**src/rtl/qarctan_pkg.sv**
```systemverilog
// ============================================================================
// Module      : qarctan_pkg
// Description : Shared types, quadrant constants and the round-toward-zero
//               shift for the sequential quantized arctan stage.
// Revision    : 1.0 - initial release
// ============================================================================
`default_nettype none

package qarctan_pkg;

  typedef enum logic [1:0] {
    ST_IDLE   = 2'd0,
    ST_DIVIDE = 2'd1,
    ST_SCALE  = 2'd2,
    ST_OUT    = 2'd3
  } state_t;

  typedef logic signed [63:0] wide_t;

  typedef struct packed {
    wide_t quad1;
    wide_t quad3;
    wide_t pi_q;
  } quad_t;

  // pi * 2^32, truncated; valid for frac <= 32.
  localparam logic [63:0] c_PI_FX32 = 64'd13493037704;

  function automatic quad_t quad_consts(input int unsigned frac);
    quad_t c;
    c.pi_q  = wide_t'(c_PI_FX32 >> (32 - frac));
    c.quad1 = wide_t'(c_PI_FX32 >> (34 - frac));
    c.quad3 = wide_t'((c_PI_FX32 * 64'd3) >> (34 - frac));
    return c;
  endfunction

  function automatic wide_t trunc0_shr(input wide_t x, input int unsigned sh);
    wide_t mag;
    mag = x[63] ? -x : x;
    mag = mag >> sh;
    return x[63] ? -mag : mag;
  endfunction

endpackage

`default_nettype wire

```
**src/rtl/qarctan_seq_if.sv**
```systemverilog
// ============================================================================
// Module      : qarctan_seq_if
// Description : FIFO-side bundle of the arctan stage (I/R pop, angle push).
// Revision    : 1.0 - initial release
// ============================================================================
`default_nettype none

interface qarctan_seq_if #(
  parameter int DATA_WIDTH = 32
);
  logic [DATA_WIDTH-1:0] I_dout;
  logic                  I_empty;
  logic                  I_rd_en;
  logic [DATA_WIDTH-1:0] R_dout;
  logic                  R_empty;
  logic                  R_rd_en;
  logic [DATA_WIDTH-1:0] out_din;
  logic                  out_full;
  logic                  out_wr_en;

  // master: the arctan block, which owns every FIFO strobe.
  modport master (
    input  I_dout, I_empty, R_dout, R_empty, out_full,
    output I_rd_en, R_rd_en, out_din, out_wr_en
  );

  modport slave (
    output I_dout, I_empty, R_dout, R_empty, out_full,
    input  I_rd_en, R_rd_en, out_din, out_wr_en
  );
endinterface

`default_nettype wire

```
**src/rtl/seq_udiv.sv**
```systemverilog
// ============================================================================
// Module      : seq_udiv
// Description : Unsigned restoring divider, one quotient bit per cycle, MSB
//               first. Requires num_i < (den_i << Q_BITS) and Q_BITS >= 2.
// Revision    : 1.0 - initial release
// ============================================================================
`default_nettype none

module seq_udiv #(
  parameter int NUM_W  = 43,
  parameter int DEN_W  = 34,
  parameter int Q_BITS = 11
) (
  input  logic              clock,
  input  logic              reset,
  input  logic              start_i,
  input  logic [NUM_W-1:0]  num_i,
  input  logic [DEN_W-1:0]  den_i,
  output logic              busy_o,
  output logic              done_o,
  output logic [Q_BITS-1:0] quot_o
);
  localparam int c_CNT_W = $clog2(Q_BITS + 1);

  logic [DEN_W-1:0]   rem_q,  rem_d;
  logic [Q_BITS-1:0]  sr_q,   sr_d;
  logic [Q_BITS-1:0]  quot_q, quot_d;
  logic [DEN_W-1:0]   den_q,  den_d;
  logic [c_CNT_W-1:0] cnt_q,  cnt_d;
  logic               busy_q, busy_d;

  logic [DEN_W:0]     shifted;
  logic [DEN_W:0]     diff;
  logic               fits;

  always_comb begin
    shifted = {rem_q, sr_q[Q_BITS-1]};
    diff    = shifted - {1'b0, den_q};
    // rem stays below den, so a borrow shows up as the top bit of diff.
    fits    = ~diff[DEN_W];

    rem_d  = rem_q;
    sr_d   = sr_q;
    quot_d = quot_q;
    den_d  = den_q;
    cnt_d  = cnt_q;
    busy_d = busy_q;

    if (start_i) begin
      // The bits above the quotient range are already smaller than den.
      rem_d  = DEN_W'(num_i[NUM_W-1:Q_BITS]);
      sr_d   = num_i[Q_BITS-1:0];
      quot_d = '0;
      den_d  = den_i;
      cnt_d  = c_CNT_W'(Q_BITS);
      busy_d = 1'b1;
    end else if (busy_q) begin
      rem_d  = fits ? diff[DEN_W-1:0] : shifted[DEN_W-1:0];
      sr_d   = {sr_q[Q_BITS-2:0], 1'b0};
      quot_d = {quot_q[Q_BITS-2:0], fits};
      cnt_d  = cnt_q - c_CNT_W'(1);
      busy_d = (cnt_q != c_CNT_W'(1));
    end
  end

  always_ff @(posedge clock or negedge reset) begin
    if (!reset) begin
      rem_q  <= '0;
      sr_q   <= '0;
      quot_q <= '0;
      den_q  <= '0;
      cnt_q  <= '0;
      busy_q <= 1'b0;
    end else begin
      rem_q  <= rem_d;
      sr_q   <= sr_d;
      quot_q <= quot_d;
      den_q  <= den_d;
      cnt_q  <= cnt_d;
      busy_q <= busy_d;
    end
  end

  assign busy_o = busy_q;
  assign done_o = busy_q && (cnt_q == c_CNT_W'(1));
  assign quot_o = quot_q;

endmodule

`default_nettype wire

```
**src/rtl/qarctan_seq.sv**
```systemverilog
// ============================================================================
// Module      : qarctan_seq
// Description : Multi-cycle quantized atan2(I,R) between the demod products
//               and the deemphasis filters. Define QARCTAN_DEMOD_EN to output
//               the wrapped phase difference instead of the raw angle.
// Revision    : 1.0 - initial release
// ============================================================================
`default_nettype none

module qarctan_seq
  import qarctan_pkg::*;
#(
  parameter int DATA_WIDTH = 32,
  parameter int FRAC_BITS  = 10
) (
  input  logic          clock,
  input  logic          reset,
  qarctan_seq_if.master fifo
);
  localparam int    c_W      = DATA_WIDTH + 2;
  localparam int    c_MAG_W  = c_W - 1;
  localparam int    c_Q_BITS = FRAC_BITS + 1;
  localparam int    c_NUM_W  = c_MAG_W + FRAC_BITS;
  localparam quad_t c_QUAD   = quad_consts(FRAC_BITS);

  state_t state_q, state_d;
  logic   neg_num_q, neg_num_d;
  logic   quad3_q, quad3_d;
  logic   neg_i_q, neg_i_d;
  logic [DATA_WIDTH-1:0] angle_q, angle_d;
  logic [DATA_WIDTH-1:0] result;

  logic [c_W-1:0]      i_ext, r_ext, abs_i, num, den;
  logic [c_MAG_W-1:0]  num_mag;
  logic [c_NUM_W-1:0]  dividend;
  logic [c_Q_BITS-1:0] quot;
  logic                div_busy, div_done;
  logic                pop, push;

  function automatic logic [DATA_WIDTH-1:0] scale_angle(
    input logic [c_Q_BITS-1:0] q,
    input logic                neg_num,
    input logic                quad3,
    input logic                neg_i
  );
    wide_t r, t, base, ang, q1;
    q1   = c_QUAD.quad1;
    r    = neg_num ? -wide_t'(q) : wide_t'(q);
    t    = trunc0_shr(q1 * r, FRAC_BITS);
    base = quad3 ? c_QUAD.quad3 : q1;
    ang  = base - t;
    return DATA_WIDTH'(neg_i ? -ang : ang);
  endfunction

  always_comb begin
    i_ext    = {{2{fifo.I_dout[DATA_WIDTH-1]}}, fifo.I_dout};
    r_ext    = {{2{fifo.R_dout[DATA_WIDTH-1]}}, fifo.R_dout};
    // The +1 keeps the denominator non-zero even for I=R=0.
    abs_i    = (i_ext[c_W-1] ? -i_ext : i_ext) + c_W'(1);
    if (!r_ext[c_W-1]) begin
      num = r_ext - abs_i;
      den = r_ext + abs_i;
    end else begin
      num = r_ext + abs_i;
      den = abs_i - r_ext;
    end
    num_mag  = num[c_W-1] ? c_MAG_W'(-num) : num[c_MAG_W-1:0];
    dividend = {num_mag, {FRAC_BITS{1'b0}}};
  end

  always_comb begin
    state_d   = state_q;
    pop       = 1'b0;
    push      = 1'b0;
    neg_num_d = neg_num_q;
    quad3_d   = quad3_q;
    neg_i_d   = neg_i_q;
    angle_d   = angle_q;
    case (state_q)
      ST_IDLE: begin
        // Gated on reset so a non-empty FIFO is never popped while in reset.
        if (reset && !fifo.I_empty && !fifo.R_empty && !div_busy) begin
          pop       = 1'b1;
          neg_num_d = num[c_W-1];
          quad3_d   = r_ext[c_W-1];
          neg_i_d   = i_ext[c_W-1];
          state_d   = ST_DIVIDE;
        end
      end
      ST_DIVIDE: begin
        if (div_done) state_d = ST_SCALE;
      end
      ST_SCALE: begin
        angle_d = scale_angle(quot, neg_num_q, quad3_q, neg_i_q);
        state_d = ST_OUT;
      end
      ST_OUT: begin
        if (!fifo.out_full) begin
          push    = 1'b1;
          state_d = ST_IDLE;
        end
      end
      default: state_d = ST_IDLE;
    endcase
  end

  always_ff @(posedge clock or negedge reset) begin
    if (!reset) begin
      state_q   <= ST_IDLE;
      neg_num_q <= 1'b0;
      quad3_q   <= 1'b0;
      neg_i_q   <= 1'b0;
      angle_q   <= '0;
    end else begin
      state_q   <= state_d;
      neg_num_q <= neg_num_d;
      quad3_q   <= quad3_d;
      neg_i_q   <= neg_i_d;
      angle_q   <= angle_d;
    end
  end

`ifdef QARCTAN_DEMOD_EN
  logic [DATA_WIDTH-1:0] prev_q, prev_d;
  logic [DATA_WIDTH-1:0] diff_q, diff_d;

  function automatic logic [DATA_WIDTH-1:0] wrap_diff(
    input logic signed [DATA_WIDTH-1:0] cur,
    input logic signed [DATA_WIDTH-1:0] prev
  );
    wide_t d, pi;
    pi = c_QUAD.pi_q;
    d  = wide_t'(cur) - wide_t'(prev);
    if (d > pi)       d = d - (pi <<< 1);
    else if (d <= -pi) d = d + (pi <<< 1);
    return DATA_WIDTH'(d);
  endfunction

  always_comb begin
    prev_d = prev_q;
    diff_d = diff_q;
    if (state_q == ST_SCALE) diff_d = wrap_diff(angle_d, prev_q);
    if (push)                prev_d = angle_q;
  end

  always_ff @(posedge clock or negedge reset) begin
    if (!reset) begin
      prev_q <= '0;
      diff_q <= '0;
    end else begin
      prev_q <= prev_d;
      diff_q <= diff_d;
    end
  end

  assign result = diff_q;
`else
  assign result = angle_q;
`endif

  seq_udiv #(
    .NUM_W  (c_NUM_W),
    .DEN_W  (c_W),
    .Q_BITS (c_Q_BITS)
  ) u_div (
    .clock   (clock),
    .reset   (reset),
    .start_i (pop),
    .num_i   (dividend),
    .den_i   (den),
    .busy_o  (div_busy),
    .done_o  (div_done),
    .quot_o  (quot)
  );

  assign fifo.I_rd_en   = pop;
  assign fifo.R_rd_en   = pop;
  assign fifo.out_wr_en = push;
  assign fifo.out_din   = (state_q == ST_OUT) ? result : '0;

endmodule

`default_nettype wire

```
**src/flat_wrapper.sv**
```systemverilog
// flat-port wrapper written by rule: the top's interface ports become plain ports
module qarctan_seq_flat import qarctan_pkg::*;
#(
  parameter int DATA_WIDTH = 32,
  parameter int FRAC_BITS  = 10
)
  (clock, reset, fifo_I_dout, fifo_I_empty, fifo_R_dout, fifo_R_empty, fifo_out_full, fifo_I_rd_en, fifo_R_rd_en, fifo_out_din, fifo_out_wr_en);
  qarctan_seq_if #(.DATA_WIDTH(DATA_WIDTH)) fifo_i ();
  input  logic clock;
  input  logic reset;
  input wire logic [$bits(fifo_i.I_dout)-1:0] fifo_I_dout;
  input wire logic [$bits(fifo_i.I_empty)-1:0] fifo_I_empty;
  input wire logic [$bits(fifo_i.R_dout)-1:0] fifo_R_dout;
  input wire logic [$bits(fifo_i.R_empty)-1:0] fifo_R_empty;
  input wire logic [$bits(fifo_i.out_full)-1:0] fifo_out_full;
  output wire logic [$bits(fifo_i.I_rd_en)-1:0] fifo_I_rd_en;
  output wire logic [$bits(fifo_i.R_rd_en)-1:0] fifo_R_rd_en;
  output wire logic [$bits(fifo_i.out_din)-1:0] fifo_out_din;
  output wire logic [$bits(fifo_i.out_wr_en)-1:0] fifo_out_wr_en;
  assign fifo_i.I_dout = fifo_I_dout;
  assign fifo_i.I_empty = fifo_I_empty;
  assign fifo_i.R_dout = fifo_R_dout;
  assign fifo_i.R_empty = fifo_R_empty;
  assign fifo_i.out_full = fifo_out_full;
  assign fifo_I_rd_en = fifo_i.I_rd_en;
  assign fifo_R_rd_en = fifo_i.R_rd_en;
  assign fifo_out_din = fifo_i.out_din;
  assign fifo_out_wr_en = fifo_i.out_wr_en;
  qarctan_seq #(.DATA_WIDTH(DATA_WIDTH), .FRAC_BITS(FRAC_BITS)) u_core (.clock(clock), .reset(reset), .fifo(fifo_i));
endmodule
```
**config.mk**
```make
export PLATFORM = sky130hd
export DESIGN_NAME = qarctan_seq_flat
export DESIGN_NICKNAME = d
export VERILOG_FILES = /design/src/rtl/qarctan_pkg.sv /design/src/rtl/qarctan_seq_if.sv /design/src/rtl/seq_udiv.sv /design/src/rtl/qarctan_seq.sv /design/src/flat_wrapper.sv
export SDC_FILE = /design/constraint.sdc
export NUM_CORES = 1
export LEC_CHECK = 0
export CAP_MARGIN = 20
export CORE_MARGIN = 5
export CORE_UTILIZATION = 60
export DETAILED_ROUTE_END_ITERATION = 10
export DONT_BUFFER_PORTS = 1
export PLACE_DENSITY = 0.73
export SYNTH_ARGS = -nofsm -noshare
export SYNTH_HDL_FRONTEND = slang
export SYNTH_SLANG_ARGS = --single-unit
```
**constraint.sdc**
```tcl
create_clock -name clock -period 29.9 [get_ports clock]
set_input_delay 5.98 -clock clock [delete_from_list [all_inputs] [get_ports clock]]
set_output_delay 5.98 -clock clock [all_outputs]
set_load 0.005 [all_outputs]
```
==> impl_metrics.py <==
metrics = {
    "routing": {
        "post_drt_via_cell_ratio": 6.30,
        "route.detailed.drc": 0,
        "drtPass1Iterations": 8,
        "wl_per_cell_um": 17.5,
        "num_vias": 22400,
        "drtAntennaViolNets": 0,
        "wl_um": 62100,
        "first_iter_violations": 1596,
    },
    "floorplan": {
        "die_w_um": 208,
        "die_area_um2": 43500,
        "die_h_um": 208,
        "core_um2": 38800,
        "start_util_pct": 60.9,
        "core.rowCount": 72,
        "io_pins": 104,
    },
    "synth": {
        "avgSynthCellArea_um2": 7.52,
        "synth_cell_types": 117,
        "synthTopCellsByArea": "ha_1 13%, dfrtp_1 13%, xnor2_1 6.9%",
        "synthArstFlopShare_pct": 100,
        "synth_top_family_by_area": "compound AO/OA/AOI/OAI gates",
        "ys_top_cells_by_count": "266 x inv_1, 261 x nand2_1, 250 x ha_1, 219 x a21oi_1, 219 x nor2_1",
        "ys_ff_latch": 122,
        "synth-main-ff-cell": "dfrtp_1",
        "synth_top_area_share_pct": 13.2,
        "syn_inst": 3144,
        "yosys_warnings": 0,
        "synth.area.mux_share_pct": 1.98,
        "synth_edf_count": 0,
        "yosysMostFrequentCell": "inv_1",
        "yosysSeqAreaShare_pct": 12.9,
        "yosys.area.top_type": "ha_1",
        "synth-simple-area-share_pct": 22.0,
        "synth_fa_ha_area_share_pct": 18.0,
        "synth_compound_area_share_pct": 25.9,
        "syn_area_um2": 23600,
        "synth_xor_area_share_pct": 12.4,
    },
    "sta": {
        "fin_setup_tns_ps": 0,
        "max_freq_ghz": 0.0743,
        "finalCritPeriodShare_pct": 45.0,
        "slew_headroom_pct": 30.3,
        "tightestPinTransition_ps": 1040,
        "finalHoldViolCount": 0,
        "setup_viol": 0,
        "drv_slew": 0,
        "period_needed_ps": 13460,
        "rsz0062_at_grt": "no",
        "fin_worst_skew_ps": 13.4,
    },
    "flow_run": {
        "cap_violations": 0,
    },
    "critical_path": {
        "worst-setup-path-type": "in2reg",
        "cp_max_fo": 14,
        "cp.arrival_ps": 13770,
        "crit_path_max_incr_delay_ps": 530,
        "cp-startpoint": "fifo_I_dout[0]",
        "rr_startpoint": "u_core.u_div.quot_o[5]$_DFFE_PN0P_",
        "worstSetupEndpoint": "u_core.u_div.rem_q[30]$_DFFE_PN0P_",
        "endpoint_kind": "flop",
        "cpMostUsedCell": "or3_1",
        "cp_data_required_time_ps": 30210,
        "rrSetupSlack_ps": 16850,
        "reg2reg_depth": 40,
        "reg2reg_to": "u_core.angle_q[28]$_DFFE_PN0P_",
        "slowest_stage": "nand3_1",
        "crit_path_start_kind": "input pin",
    },
    "global_route": {
        "antenna_found_initial": 0,
        "grt_pass1_wl_um": 105000,
        "grt-ovfl-total": 0,
        "grt_max_degree": 124,
        "grtUsageTotal_pct": 27.8,
        "grt_pass1_vias": 22100,
    },
    "clocking": {
        "cts_tree": "done",
        "ctsHoldBuffers": 0,
        "path_clk_slew_ps": 50,
        "ctsResizeCount": 0,
        "clk_path_buf_depth": 2,
        "postCtsSetupBuffers": 0,
        "cts_inserted_buffers": 17,
        "htree_levels": 4,
        "cts.sinks": 122,
        "insertion_delay_ps": 440,
        "cts_root_buf": "clkbuf_16",
    },
    "placement": {
        "place_congestion": 0.927,
        "port_buffers": 0,
        "place_area_um2": 23800,
        "dp_hpwl_um": 49400,
    },
    "status": {
        "status": "finished, final reports clean",
    },
    "cells_and_area": {
        "nFillCells": 3493,
        "diodes": 0,
        "areaGrowthSynthToFinish_pct": 3.06,
        "nets": 3402,
        "stdcell_area_um2": 24400,
        "layout-drive-gt1-share_pct": 5.37,
    },
    "min_path": {
        "worstHoldPathType": "reg2reg",
    },
}
## how the worst min path moves through the flow
stage                                                  start                            endpoint  slack, ps  depth (start not counted)
after floorplan            u_core.u_div.den_q[7]$_DFFE_PN0P_   u_core.u_div.den_q[7]$_DFFE_PN0P_        450                          2
after global placement    u_core.u_div.den_q[14]$_DFFE_PN0P_  u_core.u_div.den_q[14]$_DFFE_PN0P_        460                          2
after detailed placement  u_core.u_div.den_q[29]$_DFFE_PN0P_  u_core.u_div.den_q[29]$_DFFE_PN0P_        470                          2
after CTS                 u_core.u_div.den_q[29]$_DFFE_PN0P_  u_core.u_div.den_q[29]$_DFFE_PN0P_        480                          2
after global routing      u_core.u_div.den_q[18]$_DFFE_PN0P_  u_core.u_div.den_q[18]$_DFFE_PN0P_        500                          2
final                     u_core.u_div.den_q[29]$_DFFE_PN0P_  u_core.u_div.den_q[29]$_DFFE_PN0P_        480                          2
## state kept, by name, indices dropped and copies added, names as in the netlist
register and flops:
u_core.u_div.cnt_q 4, u_core.u_div.rem_q 34, u_core.u_div.quot_o 11, u_core.u_div.den_q 34
u_core.u_div.busy_o 1, u_core.angle_q 32, u_core.quad3_q 1, u_core.neg_i_q 1
u_core.u_div.sr_q 1, u_core.neg_num_q 1, u_core.state_q 2
## critical path, delay by kind of cell
kind | cells | cell delay [ps]
buffers and inverters | 3 | 490
xor gates and xnor gates | 1 | 190
and+or+nand+nor | 16 | 4630
AOI/OAI and AO/OA | 7 | 1530
adders and majority gates | 3 | 940
## layout by cell type, fill, tap and decap left out, drive strengths merged, types with 56 or more instances in the layout
| master | count |
|---|---|
| a21o | 56 |
| a21oi | 224 |
| and2 | 68 |
| dfrtp | 122 |
| fa | 56 |
| ha | 250 |
| inv | 266 |
| nand2 | 262 |
| nand3 | 68 |
| nor2 | 222 |
| nor3 | 84 |
| o21ai | 217 |
| xnor2 | 190 |
| xor2 | 137 |
## metrics by stage
stage                     setup WS (ps)  hold slack, ps  std cells  utilization, %
after floorplan                   16600             449       3145               -
after CTS                         16450             482       3556            62.7
final                             16440             476       3556            62.7
after detailed placement          16010             470       3526            61.3
after global routing              15870             501       3556            62.7
after global placement            16120             463       3526            61.3
## kinds of logic (layout without fill, tap and decap cells)
logic type,count (synthesis),in the layout
AO/OA/AOI/OAI,912,912
XOR/XNOR,328,328
adder cells (fa/ha/maj),306,306
buffers and inverters,416,309
flip-flops,122,122
multiplexers,44,44
other,2,3
AND/OR/NAND/NOR,1014,1014
## routing by layer
layer,wire [um],vias up,track usage [%],part of all wire (%)
li1,-,11000,-,-
met1,27400,10700,34.9,44
met2,30400,584,49.6,49
met3,2450,138,3.24,3.9
met4,1800,0,9.54,2.9
met5,0,-,0,0
## cell type report
cell class / count / area (um^2) / share of cell area (%)
clock inverter: 10 / 96.3 / 0.395
clock buffer: 20 / 467 / 1.92
inverter: 268 / 1010 / 4.13
tap: 518 / 648 / 2.66
timing repair buffer: 11 / 82.6 / 0.339
sequential: 122 / 3050 / 12.5
multi-input combinational: 2607 / 19000 / 78.0
Power is not shown: default switching activity piles up to over one toggle a cycle in this logic, so the estimate is an artifact.
